**src/rtl/bit_serializer_pkg.sv**
```systemverilog
// Shared types and constants for the bit_serializer slice.
//   state_e   : serializer FSM states (IDLE, SHIFT, PAR, GAP)
//   GAP_CNT_W : width of the inter-word gap counter
package bit_serializer_pkg;

    typedef enum logic [1:0] {
        IDLE  = 2'd0,
        SHIFT = 2'd1,
        PAR   = 2'd2,
        GAP   = 2'd3
    } state_e;

    localparam int GAP_CNT_W = 4;

endpackage

```
**src/rtl/bit_serializer_hold_reg.sv**
```systemverilog
// serializer_hold_reg: one-word holding register in front of the shifter.
// Ports:
//   clk, reset     : clock, asynchronous active-low reset
//   in_data_i      : word offered by the producer
//   in_valid_i     : producer has a word
//   load_i         : shifter consumes the held word this edge
//   in_ready_o     : register empty, a word may be transferred
//   hold_full_o    : register holds a word
//   hold_data_o    : held word
// Handshake: a word transfers on a posedge where in_valid_i && in_ready_o;
// in_ready_o depends only on registered state, never on in_valid_i.
module serializer_hold_reg
    import bit_serializer_pkg::*;
#(
    parameter int WIDTH = 8
) (
    input  logic             clk,
    input  logic             reset,
    input  logic [WIDTH-1:0] in_data_i,
    input  logic             in_valid_i,
    input  logic             load_i,
    output logic             in_ready_o,
    output logic             hold_full_o,
    output logic [WIDTH-1:0] hold_data_o
);

    logic             full_q, full_d;
    logic [WIDTH-1:0] data_q, data_d;
    logic             take;

    assign take        = in_valid_i & ~full_q;
    assign in_ready_o  = ~full_q;
    assign hold_full_o = full_q;
    assign hold_data_o = data_q;

    // A consume and a capture on the same edge leave the register full with
    // the new word: the shifter has already taken the old contents.
    always_comb begin
        full_d = full_q;
        data_d = data_q;
        if (load_i) begin
            full_d = 1'b0;
        end
        if (take) begin
            full_d = 1'b1;
            data_d = in_data_i;
        end
    end

    always_ff @(posedge clk or negedge reset) begin
        if (!reset) begin
            full_q <= 1'b0;
            data_q <= '0;
        end else begin
            full_q <= full_d;
            data_q <= data_d;
        end
    end

endmodule

```
**src/rtl/bit_serializer.sv**
```systemverilog
// bit_serializer: parallel-to-serial front end for the bit-pattern detector.
// Words arrive on a valid/ready handshake, are shifted out one bit per
// bit_en slot on a registered data_out, optionally followed by an even
// parity slot and IDLE_GAP zero slots.
// Optional feature macro: SERIALIZER_PARITY_EN (compiles in the PAR state).
// Ports:
//   clk, reset : clock, asynchronous active-low reset
//   in_data    : word to send        in_valid : in_data valid
//   in_ready   : holding register empty
//   bit_en     : slot strobe, serial output advances only when 1
//   data_out   : registered serial bit
//   out_valid  : data_out carries a data or parity bit
//   busy       : FSM active or holding register full
//   word_done  : one-cycle pulse after the last slot of a word
//   dbg_state  : current FSM state (state_e encoding)
module bit_serializer
    import bit_serializer_pkg::*;
#(
    parameter int WIDTH     = 8,
    parameter bit MSB_FIRST = 1'b1,
    parameter int IDLE_GAP  = 0
) (
    input  logic             clk,
    input  logic             reset,
    input  logic [WIDTH-1:0] in_data,
    input  logic             in_valid,
    output logic             in_ready,
    input  logic             bit_en,
    output logic             data_out,
    output logic             out_valid,
    output logic             busy,
    output logic             word_done,
    output logic [1:0]       dbg_state
);

    localparam int CNT_W = $clog2(WIDTH);
    localparam logic [CNT_W-1:0]     LAST_CNT = CNT_W'(WIDTH - 1);
    localparam logic [GAP_CNT_W-1:0] LAST_GAP = GAP_CNT_W'(IDLE_GAP - 1);

    state_e                 state_q, state_d;
    logic [WIDTH-1:0]       shift_q, shift_d;
    logic [CNT_W-1:0]       cnt_q, cnt_d;
    logic [GAP_CNT_W-1:0]   gap_q, gap_d;
    logic                   dout_q, dout_d;
    logic                   oval_q, oval_d;
    logic                   done_q, done_d;
`ifdef SERIALIZER_PARITY_EN
    logic                   par_q, par_d;
`endif

    logic             hold_full;
    logic [WIDTH-1:0] hold_data;
    logic             load;
    logic             after_payload;
    logic             enter_gap;
    logic             finish;
    logic [WIDTH-1:0] shifted;

    serializer_hold_reg #(.WIDTH(WIDTH)) u_hold (
        .clk        (clk),
        .reset      (reset),
        .in_data_i  (in_data),
        .in_valid_i (in_valid),
        .load_i     (load),
        .in_ready_o (in_ready),
        .hold_full_o(hold_full),
        .hold_data_o(hold_data)
    );

    function automatic logic lead_bit(input logic [WIDTH-1:0] w);
        return MSB_FIRST ? w[WIDTH-1] : w[0];
    endfunction

    // The bit on the wire is always the lead bit of shift_q.
    assign shifted = MSB_FIRST ? (shift_q << 1) : (shift_q >> 1);

    always_comb begin
        state_d       = state_q;
        shift_d       = shift_q;
        cnt_d         = cnt_q;
        gap_d         = gap_q;
        dout_d        = dout_q;
        oval_d        = oval_q;
        done_d        = 1'b0;
        load          = 1'b0;
        after_payload = 1'b0;
        enter_gap     = 1'b0;
        finish        = 1'b0;
`ifdef SERIALIZER_PARITY_EN
        par_d         = par_q;
`endif
        case (state_q)
            IDLE: begin
                // Start of a word does not wait for a slot strobe.
                load = hold_full;
            end
            SHIFT: begin
                if (bit_en) begin
                    if (cnt_q != LAST_CNT) begin
                        shift_d = shifted;
                        cnt_d   = cnt_q + CNT_W'(1);
                        dout_d  = lead_bit(shifted);
                    end else begin
`ifdef SERIALIZER_PARITY_EN
                        state_d = PAR;
                        dout_d  = par_q;
                        oval_d  = 1'b1;
`else
                        after_payload = 1'b1;
`endif
                    end
                end
            end
`ifdef SERIALIZER_PARITY_EN
            PAR: begin
                if (bit_en) begin
                    after_payload = 1'b1;
                end
            end
`endif
            GAP: begin
                if (bit_en) begin
                    if (gap_q == LAST_GAP) begin
                        finish = 1'b1;
                    end else begin
                        gap_d = gap_q + GAP_CNT_W'(1);
                    end
                end
            end
            default: begin
                state_d = IDLE;
            end
        endcase

        if (after_payload) begin
            if (IDLE_GAP > 0) begin
                enter_gap = 1'b1;
            end else begin
                finish = 1'b1;
            end
        end

        if (enter_gap) begin
            state_d = GAP;
            gap_d   = '0;
            dout_d  = 1'b0;
            oval_d  = 1'b0;
        end

        if (finish) begin
            done_d = 1'b1;
            if (hold_full) begin
                // Reload on the finishing edge: no dead slot between words.
                load = 1'b1;
            end else begin
                state_d = IDLE;
                cnt_d   = '0;
                dout_d  = 1'b0;
                oval_d  = 1'b0;
            end
        end

        if (load) begin
            state_d = SHIFT;
            shift_d = hold_data;
            cnt_d   = '0;
            gap_d   = '0;
            dout_d  = lead_bit(hold_data);
            oval_d  = 1'b1;
`ifdef SERIALIZER_PARITY_EN
            par_d   = ^hold_data;
`endif
        end
    end

    always_ff @(posedge clk or negedge reset) begin
        if (!reset) begin
            state_q <= IDLE;
            shift_q <= '0;
            cnt_q   <= '0;
            gap_q   <= '0;
            dout_q  <= 1'b0;
            oval_q  <= 1'b0;
            done_q  <= 1'b0;
`ifdef SERIALIZER_PARITY_EN
            par_q   <= 1'b0;
`endif
        end else begin
            state_q <= state_d;
            shift_q <= shift_d;
            cnt_q   <= cnt_d;
            gap_q   <= gap_d;
            dout_q  <= dout_d;
            oval_q  <= oval_d;
            done_q  <= done_d;
`ifdef SERIALIZER_PARITY_EN
            par_q   <= par_d;
`endif
        end
    end

    assign data_out  = dout_q;
    assign out_valid = oval_q;
    assign word_done = done_q;
    assign busy      = (state_q != IDLE) | hold_full;
    assign dbg_state = state_q;

endmodule

```
**config.mk**
```make
export PLATFORM = sky130hd
export DESIGN_NAME = bit_serializer
export DESIGN_NICKNAME = d
export VERILOG_FILES = /design/src/rtl/bit_serializer_pkg.sv /design/src/rtl/bit_serializer_hold_reg.sv /design/src/rtl/bit_serializer.sv
export SDC_FILE = /design/constraint.sdc
export NUM_CORES = 1
export LEC_CHECK = 0
export BUFFER_PORTS_ARGS = -buffer_cell sky130_fd_sc_hd__buf_4
export CAP_MARGIN = 10
export CELL_PAD_IN_SITES_DETAIL_PLACEMENT = 0
export CELL_PAD_IN_SITES_GLOBAL_PLACEMENT = 1
export CORE_MARGIN = 3
export CORE_UTILIZATION = 45
export DETAILED_ROUTE_END_ITERATION = 10
export PLACE_DENSITY = 0.79
export SLEW_MARGIN = 20
export SYNTH_ARGS = -nofsm -noshare
export SYNTH_HDL_FRONTEND = slang
export SYNTH_SLANG_ARGS = --single-unit
```
**constraint.sdc**
```tcl
create_clock -name clk -period 3.55 [get_ports clk]
set_clock_uncertainty 0.15 [all_clocks]
set_input_delay 0.1775 -clock clk [delete_from_list [all_inputs] [get_ports clk]]
set_output_delay 0.1775 -clock clk [all_outputs]
set_load 0.03 [all_outputs]
```
==> results of run 1 <==
[power groups by stage]
stage	clock network (mW)	logic, mW	registers [mW]
floorplan	0	0.229	0.509
global placement	0	0.310	0.506
detailed placement	0	0.322	0.510
CTS	0.213	0.332	0.503
global route	0.226	0.368	0.520
finish	0.204	0.325	0.501
[worst reg2reg max path, cell delays in order (launching register included)]
cell	delay, ns
dfrtp_1	0.43
ha_1	0.27
a211oi_4	0.52
mux2_1	0.37
mux2_1	0.30
[layer usage]
metal	wire length, um	up-vias	track usage (%)
met3	148	2	5.88
met4	10	0	1.94
met1	960	416	19.1
met5	0	-	0
met2	1020	23	22.5
li1	-	414	-
[placed cells by master (no fill, tap or decap), drive strengths merged, types with 2 or more instances in the layout]
cell type and n:
and3 2, ha 2, nand2 3, o21ai 5
dfrtp 28, nor2 11, mux2 21, dlygate4sd3 10
mux2i 2, a21oi 3, nand3 4, nor2b 2
inv 3, clkbuf 3, buf 18, xnor2 4
[how the worst max path moves through the flow]
stage,start,slack (ns),end,cells after the start
after floorplan,dbg_state[0]$_DFF_PN0_,1.47,shift_q[1]$_DFFE_PN0P_,4
after global placement,cnt_q[0]$_DFF_PN0_,1.46,shift_q[3]$_DFFE_PN0P_,4
after detailed placement,cnt_q[0]$_DFF_PN0_,1.42,shift_q[4]$_DFFE_PN0P_,4
after CTS,cnt_q[0]$_DFF_PN0_,1.40,shift_q[4]$_DFFE_PN0P_,4
after global routing,cnt_q[0]$_DFF_PN0_,1.32,shift_q[4]$_DFFE_PN0P_,4
final,cnt_q[0]$_DFF_PN0_,1.42,shift_q[4]$_DFFE_PN0P_,4
[per-stage QoR]
stage / power, mW / instance area [um^2]
floorplan: 0.738 / 1270
global placement: 0.816 / 1430
detailed placement: 0.832 / 1430
CTS: 1.05 / 1580
global route: 1.11 / 1580
finish: 1.03 / 1580
[sequential cells by signal (all words and copies together) (netlist names)]
name,count
cnt_q,3
data_out,1
dbg_state,2
gap_q,4
out_valid,1
shift_q,7
u_hold.hold_data_o,8
u_hold.hold_full_o,1
word_done,1
[what timing repair did]
action | 4_1_cts | 5_1_grt
setup endpoints to repair | 0 | 0
hold endpoints to repair | 37 | 0
hold buffers | 10 | 0
[cell type report]
| class | count | area, um^2 | share of cell area [%] |
|---|---|---|---|
| multi-input cells | 69 | 547 | 34.5 |
| inverters | 3 | 11.3 | 0.711 |
| clock inverters | 1 | 30.0 | 1.90 |
| flip-flops and latches | 28 | 701 | 44.2 |
| repair buffers | 28 | 235 | 14.8 |
| clock buffers | 3 | 22.5 | 1.42 |
| well taps | 30 | 37.5 | 2.37 |
[cell families after synthesis]
kind of cell / after synthesis
AO/OA/AOI/OAI: 12
XOR/XNOR: 4
adder cells (fa/ha/maj): 2
buffers and inverters: 6
flip-flops: 28
multiplexers: 23
AND/OR/NAND/NOR: 28
[Yosys cell counts]
cell type / count / area [um^2]
o21ai_0: 4 / 20.0
o2bb2ai_1: 1 / 8.76
nand3b_1: 1 / 7.51
buf_4: 1 / 7.51
nor2b_1: 2 / 12.5
o21ai_2: 1 / 8.76
ha_1: 2 / 25.0
mux2_1: 12 / 135
a21oi_1: 3 / 15.0
dfrtp_1: 28 / 701
nor2_1: 11 / 41.3
nand4_1: 1 / 6.26
or3_2: 1 / 7.51
nand2b_1: 1 / 6.26
mux2i_1: 2 / 20.0
nand2_1: 2 / 7.51
clkbuf_1: 2 / 7.51
xnor2_1: 4 / 35.0
nor3_1: 1 / 5.00
and3_2: 1 / 7.51
nand2_2: 1 / 6.26
a211oi_4: 1 / 20.0
mux2_2: 9 / 101
and3_1: 1 / 6.26
inv_1: 3 / 11.3
o21a_1: 1 / 7.51
nor3b_1: 1 / 7.51
nand3_1: 4 / 20.0
a21o_2: 1 / 8.76
==> impl_metrics.ini, run 1 <==
[outcome]
status = completed

[yosys]
synth_top_family_by_area = multiplexers
synth-simple-area-share_pct = 11.1
synth_cell_types = 29
seq_area_frac_synth_pct = 55.0
ys_warn_count = 0
synth-seq-cells = 28
netlist_instances = 103
synth_area_per_cell_um2 = 12.4
synthMuxAreaShare_pct = 20.1
synth_nets = 117
synth_compound_area_share_pct = 6.97
synthXorXnorAreaFrac_pct = 2.75
synth_area_um2 = 1270
synth-adder-area-share_pct = 1.96

[grt]
overflow = 0
grt_pass1_vias = 840
grtUsageTotal_pct = 14.3
grt_pass1_wl_mm = 3.78
grt_antenna_before_repair = 0
grt_max_degree = 29

[setup_path]
cp_common_cell = mux2_1
cpMaxStageDelayCell = a211oi_4
crit_fanout = 10
arrival_ns = 2.20
path_cells = ha_1 -> a211oi_4 -> mux2_1 -> mux2_1
rr_endpoint = shift_q[4]$_DFFE_PN0P_
startpoint_type = register
required_ns = 3.62
rr_worst_depth = 4
crit_type = reg2reg
r2r-start = cnt_q[0]$_DFF_PN0_
r2r_slack_ns = 1.42
critPathMaxStageDelay_ns = 0.52
crit_family = multiplexers
cp_num_buf_inv = 0
end_kind = register

[power_and_ir_drop]
ir_drop_mv = 0.604
power.internal_mw = 0.721
p_per_area_nw_per_um2 = 650
p_switching_mw = 0.309
power.share.switching_pct = 30.0
p_leak_nw = 0.755
p_comb_share_pct = 31.6
seqPwrFrac_pct = 48.6
clockPowerShare_pct = 19.8

[sta]
hold_violations = 0
tns_ns = 0
timing.final.crit_share_pct = 60.1
fin_hold_ws_ns = 0.114
slew_headroom_pct = 48.4
rsz0062_at_grt = false
fmax_mhz = 469
worst_slew_pin_slew_ns = 0.772
slew_violations = 0
period_needed_ns = 2.13
setup_slack_ns = 1.42
setup_violations = 0

[detailed_routing]
firstDrtPassIters = 4
ant_nets = 0
via_per_inst = 5.28
vias = 855
wl_per_cell_um = 13.2
drt_iter0_drc = 24
drcViolationCount = 0
routed_wl_mm = 2.14

[floorplanning]
die-height_um = 59.2
start_util_pct = 49.2
rows = 18
dieArea_um2 = 3500
ioPinCount = 19
die_w_um = 59.2
fp.coreArea_um2 = 2590

[clocking]
clock_latency_ns = 0.32
tritoncts = built
cts_buffers = 3
clkSinkCount = 28
clk_pin_slew_ns = 0.14
cts-root-buf = clkbuf_4
cts_buffer_depth = 2
h-tree-depth = 1
cts-resized-gates = 0
post-cts-setup-buffers = 0

[final_layout]
antennaDiodeCount = 0
nFillCells = 215
fin_cells = 162
final_nets = 147
fin_util_pct = 61.2
drive_gt1_share_pct = 28.0
area_delta_synth_final_pct = 24.4

[placement]
routabilityCongestion = 0.740
dp_slack_ns = 1.42
dp_cells = 148
portBuffers = 18
hpwlAfterDp_mm = 1.48

[hold_path]
min_path_type = in2reg
hp-start = bit_en
whs_path_depth = 4
min_to = word_done$_DFF_PN0_

[flow_run]
cap_violations = 0
Power figures use the tool's default switching activity.
==> inputs of run 2 (changes only) <==
- CORE_UTILIZATION: 45 -> 44
- PLACE_DENSITY: 0.79 -> 0.78
- clock period: 3.55 -> 2.1 ns (I/O delays scaled with it)
==> impl_metrics.ini, run 2 (synthesis gave the netlist of run 1 again) <==
[floorplanning]
die_w_um = 59.8
ioPinCount = 19
fp.coreArea_um2 = 2610
start_util_pct = 48.8
dieArea_um2 = 3580
die-height_um = 59.8
rows = 18

[setup_path]
startpoint_type = register
crit_type = reg2reg
critPathMaxStageDelay_ns = 0.43
cp_common_cell = mux2_1
end_kind = register
path_cells = ha_1 -> a211oi_4 -> buf_4 -> mux2_1 -> mux2_1
cp_num_buf_inv = 1
cpMaxStageDelayCell = dfrtp_1
arrival_ns = 2.06
crit_family = multiplexers
required_ns = 2.18
crit_fanout = 7
r2r_slack_ns = 0.11

[detailed_routing]
wl_per_cell_um = 13.1
via_per_inst = 5.21
ant_nets = 0
routed.top_layer = met4
met1Wirelength_mm = 1.06
vias = 875
drcViolationCount = 0
firstDrtPassIters = 4
wl_met2_mm = 1.02
dr_wl_met3_um = 107
routed_wl_mm = 2.21
drt_iter0_drc = 10

[sta]
tns_ns = 0
fin_hold_ws_ns = 0.0482
fmax_mhz = 504
timing.final.crit_share_pct = 94.6
slew_violations = 0
period_needed_ns = 1.99
rsz0062_at_grt = false
worst_slew_pin_slew_ns = 0.355
slew_headroom_pct = 76.4
hold_violations = 0
setup_violations = 0

[placement]
portBuffers = 18
hpwlAfterDp_mm = 1.55
routabilityCongestion = 0.709

[final_layout]
final_common_cell = dfrtp_1
drive_gt1_share_pct = 31.2
layout_common_cells = 28 x dfrtp_1, 24 x buf_4, 12 x mux2_1
area_delta_synth_final_pct = 27.9
largest_reg_flops = 8
antennaDiodeCount = 0
final_nets = 153

[clocking]
clkSinkCount = 28
clock_latency_ns = 0.33
h-tree-depth = 1
cts-resized-gates = 0
cts-root-buf = clkbuf_4
cts_buffer_depth = 2
clk_pin_slew_ns = 0.14
cts_buffers = 3
tritoncts = built

[flow_run]
cap_violations = 0

[power_and_ir_drop]
p_leak_nw = 0.783
p_per_area_nw_per_um2 = 1090
ir_drop_mv = 0.947

[grt]
grt_pass1_vias = 866
grtUsageTotal_pct = 14.6
grt_pass1_wl_mm = 3.88
grt_max_degree = 29
overflow = 0
grt_antenna_before_repair = 0

[outcome]
status = completed

[hold_path]
min_path_type = in2async
run 2: cell count changes in the layout (fill, tap and decap cells not counted):
cell and delta:
buf_4 +6
run 2: worst paths after layout:
check                                                        from                endpoint  depth (start not counted)
worst max-delay path                           cnt_q[0]$_DFF_PN0_  shift_q[1]$_DFFE_PN0P_                          5
worst min-delay path                                        reset     word_done$_DFF_PN0_                          2
worst max register to register                 cnt_q[0]$_DFF_PN0_  shift_q[1]$_DFFE_PN0P_                          5
worst min register to register  u_hold.hold_data_o[3]$_DFFE_PN0P_  shift_q[3]$_DFFE_PN0P_                          1
max in group asynchronous                                   reset      cnt_q[0]$_DFF_PN0_                          2
min in group clk                                           bit_en     word_done$_DFF_PN0_                          4
run 2: cell type report:
cell class | instances | area (um^2)
fillers | 214 | 983
flip-flops and latches | 28 | 701
multi-input cells | 69 | 547
repair buffers | 34 | 280
well taps | 30 | 37.5
clock inverters | 1 | 30.0
clock buffers | 3 | 22.5
inverters | 3 | 11.3
run 2: metal layers:
layer / up-vias / GRT usage, %
met5: - / 0
met4: 0 / 2.85
met3: 2 / 5.18
met2: 16 / 22.8
met1: 430 / 19.8
li1: 427 / -
run 2: repair_timing:
item	CTS	global route
endpoints found under the setup margin	0	4
hold endpoints to repair	37	0
hold buffers	10	0
buffers inserted	0	1
run 2: worst register-to-register path, stage by stage (launching register included):
cell and delay, ns:
dfrtp_1 0.43, ha_1 0.28, a211oi_4 0.24, buf_4 0.19, mux2_1 0.32, mux2_1 0.29
run 2: power by group:
group / internal [mW] / leakage (nW) / switching (mW)
clock: 0.193 / 0.0279 / 0.158
sequential: 0.732 / 0.351 / 0.113
combinational: 0.321 / 0.405 / 0.264
run 2: through the flow:
step / instances / util, % / worst slack [ns] / power [mW] / instance area [um^2]
2_1_floorplan: 103 / - / 0.0205 / 1.25 / 1270
3_3_place_gp: 153 / 56.2 / 0.146 / 1.40 / 1470
3_5_place_dp: 153 / 56.2 / 0.101 / 1.43 / 1470
4_1_cts: 167 / 62.1 / 0.0820 / 1.80 / 1620
5_1_grt: 168 / 62.4 / 0.0350 / 1.93 / 1630
6_report: 168 / 62.4 / 0.114 / 1.78 / 1630
